### config.mk
export PLATFORM = sky130hd
export DESIGN_NAME = alarm_controller
export DESIGN_NICKNAME = d
export VERILOG_FILES = /design/src/rtl/alarm_pkg.sv /design/src/rtl/sec_timer.sv /design/src/rtl/alarm_controller.sv
export SDC_FILE = /design/constraint.sdc
export NUM_CORES = 1
export LEC_CHECK = 0
export CAP_MARGIN = 30
export CORE_MARGIN = 4
export CORE_UTILIZATION = 51
export DETAILED_ROUTE_END_ITERATION = 16
export GPL_TIMING_DRIVEN = 0
export PLACE_DENSITY = 0.72
export SYNTH_ARGS = -nofsm -noshare
export SYNTH_HDL_FRONTEND = slang
export SYNTH_HIERARCHICAL = 1
export SYNTH_SLANG_ARGS = --single-unit
### constraint.sdc
create_clock -name clk -period 8.6 [get_ports clk]
set_input_delay 2.15 -clock clk [delete_from_list [all_inputs] [get_ports clk]]
set_output_delay 2.15 -clock clk [all_outputs]
set_load 0.005 [all_outputs]
### src/rtl/alarm_pkg.sv
// alarm_pkg: shared state encoding and widths for the alarm controller.
package alarm_pkg;
    localparam int SECS_W = 8;
    typedef enum logic [2:0] {
        DISARMED = 3'd0,
        EXIT     = 3'd1,
        ARMED    = 3'd2,
        ENTRY    = 3'd3,
        ALARM    = 3'd4
    } alarm_state_t;
endpackage

### src/rtl/sec_timer.sv
// sec_timer: tick prescaler plus seconds down-counter for the timed alarm states.
module sec_timer
    import alarm_pkg::*;
#(
    parameter int TICK_CYCLES = 48_000_000
) (
    input  logic              clk,
    input  logic              reset,
    input  logic              load,
    input  logic [SECS_W-1:0] load_val,
    output logic              tick,
    output logic              expire,
    output logic              half_phase,
    output logic [SECS_W-1:0] secs_left
);
    localparam int PW = $clog2(TICK_CYCLES);
    logic [PW-1:0] presc;
    assign tick       = presc == PW'(TICK_CYCLES - 1);
    assign expire     = tick & (secs_left == SECS_W'(1));
    assign half_phase = presc < PW'(TICK_CYCLES / 2);
    always_ff @(posedge clk or negedge reset) begin
        if (!reset) begin
            presc     <= '0;
            secs_left <= '0;
        end else if (load) begin
            presc     <= '0;
            secs_left <= load_val;
        end else begin
            presc <= tick ? '0 : presc + PW'(1);
            if (tick && secs_left != '0) secs_left <= secs_left - SECS_W'(1);
        end
    end
endmodule

### src/rtl/alarm_controller.sv
// alarm_controller: sequences exit delay, armed, entry delay and siren from keypad codes and a sensor.
// Define ALARM_DURESS_EN to let the easter-egg code act as a silent duress disarm.
module alarm_controller
    import alarm_pkg::*;
#(
    parameter int TICK_CYCLES = 48_000_000,
    parameter int EXIT_SECS   = 10,
    parameter int ENTRY_SECS  = 15,
    parameter int SIREN_SECS  = 60
) (
    input  logic              clk,
    input  logic              reset,
    input  logic              arm_lvl,
    input  logic              disarm_lvl,
    input  logic              egg_lvl,
    input  logic              sensor,
    output logic              armed,
    output logic              siren,
    output logic              beep,
    output logic [2:0]        state_code,
    output logic [SECS_W-1:0] secs_left,
    output logic              silent_alarm
);
    alarm_state_t      state, next;
    logic              prev_arm, prev_disarm, sync1, sync2;
    logic              arm_rise, disarm_rise, duress, load, timed;
    logic              unused_tick, expire, half_phase;
    logic [SECS_W-1:0] load_val, secs;
    // History regs start high so a level held through reset release is not an event.
    assign arm_rise    = arm_lvl & ~prev_arm;
    assign disarm_rise = disarm_lvl & ~prev_disarm;
    always_ff @(posedge clk or negedge reset) begin
        if (!reset) begin
            state       <= DISARMED;
            prev_arm    <= 1'b1;
            prev_disarm <= 1'b1;
            sync1       <= 1'b0;
            sync2       <= 1'b0;
        end else begin
            state       <= next;
            prev_arm    <= arm_lvl;
            prev_disarm <= disarm_lvl;
            sync1       <= sensor;
            sync2       <= sync1;
        end
    end
`ifdef ALARM_DURESS_EN
    logic prev_egg, silent;
    assign duress       = egg_lvl & ~prev_egg & (state != DISARMED);
    assign silent_alarm = silent;
    always_ff @(posedge clk or negedge reset) begin
        if (!reset) begin
            prev_egg <= 1'b1;
            silent   <= 1'b0;
        end else begin
            prev_egg <= egg_lvl;
            if (duress) silent <= 1'b1;
        end
    end
`else
    logic unused_egg;
    assign unused_egg   = egg_lvl;
    assign duress       = 1'b0;
    assign silent_alarm = 1'b0;
`endif
    always_comb begin
        next = state;
        case (state)
            DISARMED: if (arm_rise) next = EXIT;
            EXIT:     if (expire) next = ARMED;
            ARMED:    if (sync2) next = ENTRY;
            ENTRY:    if (expire) next = ALARM;
            ALARM:    if (expire) next = ARMED;
            default:  next = DISARMED;
        endcase
        if (disarm_rise || duress) next = DISARMED;
    end
    assign load     = (next != state) && (next == EXIT || next == ENTRY || next == ALARM);
    assign load_val = next == EXIT  ? SECS_W'(EXIT_SECS)  :
                      next == ENTRY ? SECS_W'(ENTRY_SECS) : SECS_W'(SIREN_SECS);
    sec_timer #(.TICK_CYCLES(TICK_CYCLES)) u_timer (
        .clk       (clk),
        .reset     (reset),
        .load      (load),
        .load_val  (load_val),
        .tick      (unused_tick),
        .expire    (expire),
        .half_phase(half_phase),
        .secs_left (secs)
    );
    assign timed      = state == EXIT || state == ENTRY || state == ALARM;
    assign armed      = state != DISARMED;
    assign siren      = state == ALARM;
    assign beep       = (state == EXIT || state == ENTRY) && half_phase;
    assign state_code = state;
    assign secs_left  = timed ? secs : '0;
endmodule
==> run_results.csv <==
group,metric,value,unit
place,dp_hpwl,3.44,mm
floorplan,die_y,75.7,microns
logic_synthesis,synth_commonest_cells,"39 x dfrtp_1, 32 x nor2_1, 18 x xnor2_1",
floorplan,fp-row-count,24,
sta,worst_slack,4330,ps
drt,drtAntennaViolNets,0,
sta,worstMarginPinSlew,721,ps
pwr,cellInternalPower,339,uW
logic_synthesis,netlist_instances,252,
drt,dr_wl_met2,2.21,mm
sta,max_clock_freq,0.234,GHz
grt,grt_remaining_overflow,0,
sta,post-route-min-period,4270,ps
logic_synthesis,syn_avg_cell_area,9.26,sq um
floorplan,coreArea,4380,sq um
logic_synthesis,ys.flop_type,"dfrtp_1",
run,maxCapViolCount,0,
logic_synthesis,synthTopCellsByArea,"dfrtp_1 42%, xnor2_1 6.8%, nor2_1 5.1%, and2b_2 3.4%, nor3_1 3.0%",
pwr,p_total,474,uW
floorplan,initial_core_util,53.3,%
pwr,pwr-share-clk,28.7,%
outcome,outcome,"complete, no violations",
floorplan,io_pins,21,
cts,insertion_delay,290,ps
grt,antenna_found_initial,0,
logic_synthesis,ys_warn_count,6,
critical_path,cp.buffers_inverters,2,
cts,ctsHoldBuffers,0,
layout,antenna_cells,0,
critical_path,worstPathArrival,2120,ps
critical_path,crit_path_cell_trace,"buf_6 -> and2b_2 -> nor2_1 -> and2b_2 -> clkdlybuf4s50_1",
grt,grt_use_total,18.3,%
sta,hold_viol_final,0,
hold_path,hold_path.class,"reg2reg",
layout,drive_above_1_share,12.8,%
pwr,ir_worst_vdd,0.0000778,V
cts,clockBufferDepth,2,
drt,drtIter0Drc,100,
drt,met1Wirelength,2.22,mm
critical_path,startpoint,"state_code[0]",
layout,final_nets,290,
grt,grt_pass1_wl,7.97,mm
critical_path,cp.required,6450,ps
drt,topRoutingLayerUsed,"met4",
pwr,power_leakage,0.00111,uW
sta,slew_headroom,51.6,%
critical_path,crit_slowest_cell,"clkdlybuf4s50_1",
pwr,p_seq_share,49.5,%
critical_path,r2r_setup_slack,4770,ps
logic_synthesis,ys_seq_elements,41,
drt,vias_per_cell,5.46,
critical_path,rr_worst_depth,11,
drt,drc,0,
critical_path,r2r-start,"u_timer/presc[21]",
logic_synthesis,synth_seq_area_share,44.1,%
sta,setup_tns,0,ps
place,globalplace.congestion,0.838,
critical_path,worst-path-max-fanout,10,
logic_synthesis,synth_area,2330,sq um
critical_path,path_common_cell,"and2b_2",
layout,finalNonFillerCells,333,
grt,grt_max_degree,30,
pwr,swShare,28.3,%
cts,tritoncts,"yes",
critical_path,r2r-end,"u_timer/presc[18]",
hold_path,whs_path_depth,0,
drt,dr_total_vias,1817,
cts,htree_levels,2,
logic_synthesis,synth_top_area_share,41.8,%
floorplan,die_w,75.7,microns
logic_synthesis,synth-edff-count,0,
critical_path,start_kind,"register",
sta,rsz0062_at_grt,"no",
pwr,p_sw,134,uW
drt,wire_per_inst,13.8,microns
place,place_area,2600,sq um
critical_path,path_class,"reg2out",
critical_path,critPathCaptureType,"output port",
sta,setup_violations,0,
drt,firstDrtPassIters,4,
logic_synthesis,async_flop_share,100,%
place,place_ws,4240,ps
critical_path,path_delay_family,"simple AND/OR/NAND/NOR gates",
cts,post_cts_resized,0,
cts,clk_pin_slew,80,ps
cts,clockRootBuffer,"clkbuf_8",
sta,min_period_over_period,49.6,%
logic_synthesis,yosys.area.top_type,"dfrtp_1",
layout,final_cell_area,2700,sq um
critical_path,critPathMaxStageDelay,440,ps
critical_path,path_depth,5,
critical_path,setup.worst_path.end,"secs_left[4]",
layout,syn_to_final_growth,15.8,%
place,placedCellCount,325,
drt,wl_met3,151,microns
drt,postRouteWirelength,4.61,mm
logic_synthesis,synth_cell_types,51,
floorplan,fp.dieArea,5720,sq um
sta,slew_viol_final,0,
grt,grt_pass1_vias,1753,
cts,cts_num_sinks,41,
pwr,p_per_area,175,nW/um^2
place,port_buffers,18,
sta,fin_skew,4.63,ps
cts,post_cts_buffers,0,
logic_synthesis,yosysMostFrequentCell,"dfrtp_1",
pwr,pwr-share-comb,21.7,%
cts,cts_made_buffers,5,
-- power groups by stage --
stage / Clock (uW) / Sequential (uW) / Combinational (uW)
after floorplan: 0 / 233 / 69.8
after global placement: 0 / 237 / 101
after detailed placement: 0 / 238 / 103
after CTS: 140 / 234 / 104
after global routing: 150 / 237 / 116
final: 136 / 235 / 103
-- cell families after synthesis --
group | Yosys count | synth area share, %
AO/OA/AOI/OAI | 33 | 9.00
adder cells (fa/ha/maj) | 4 | 2.14
other | 2 | 0.322
buffers and inverters | 24 | 4.45
AND/OR/NAND/NOR | 120 | 29.1
multiplexers | 3 | 1.55
flip-flops | 41 | 44.1
XOR/XNOR | 25 | 9.38
-- worst min path at each step --
stage,start,end,slack (ps)
2_1_floorplan,sync1,sync2,330
3_5_place_dp,sync1,sync2,350
5_1_grt,sync1,sync2,370
3_3_place_gp,sync1,sync2,340
4_1_cts,sync1,sync2,360
6_report,sync1,sync2,360
-- area by class of cell --
cell class	count	area, sq um
multi-input combinational	189	1210
clock buffer	7	96.3
buffer	11	55.1
sequential	41	1030
inverter	13	48.8
clock inverter	1	5.00
fill	389	1680
timing repair buffer	19	195
tap	52	65.1
-- sequential cells by signal, indices dropped and copies added, names as in the netlist --
register           cells
state_code             3
u_timer/presc         26
u_timer/secs_left      8
sync2                  1
prev_disarm            1
sync1                  1
prev_arm               1
-- layout by cell type (no fill, tap or decap), types with 2 or more instances in the layout --
| master | netlist | layout |
|---|---|---|
| a21oi_1 | 10 | 10 |
| and2b_2 | 9 | 9 |
| buf_2 | 2 | 3 |
| clkbuf_1 | 7 | 7 |
| clkbuf_8 | 0 | 7 |
| clkdlybuf4s50_1 | 0 | 17 |
| conb_1 | 2 | 4 |
| dfrtp_1 | 39 | 39 |
| dfstp_2 | 2 | 2 |
| ha_1 | 4 | 4 |
| inv_1 | 12 | 12 |
| nand2_1 | 17 | 17 |
| nand2b_1 | 3 | 3 |
| nand3_1 | 8 | 8 |
| nand4_1 | 8 | 8 |
| nand4b_1 | 4 | 4 |
| nor2_1 | 32 | 32 |
| nor2b_1 | 2 | 2 |
| nor3_1 | 14 | 14 |
| nor4_1 | 3 | 3 |
| o211ai_1 | 3 | 3 |
| o21ai_0 | 9 | 9 |
| o21bai_1 | 2 | 2 |
| or3_1 | 6 | 6 |
| or4_4 | 3 | 3 |
| xnor2_1 | 18 | 18 |
| xor2_1 | 7 | 7 |
-- per-layer routing --
metal	vias up	track usage, %
li1	921	-
met3	2	4.35
met5	-	0
met1	862	23.6
met2	32	30.8
met4	0	5.24
-- per-stage QoR --
step,util [%],hold WS [ps]
after floorplan,-,331
after global placement,59.0,337
after detailed placement,59.4,346
after CTS,61.7,363
after global routing,61.7,371
final,61.7,358
Power figures use the tool's default switching activity.
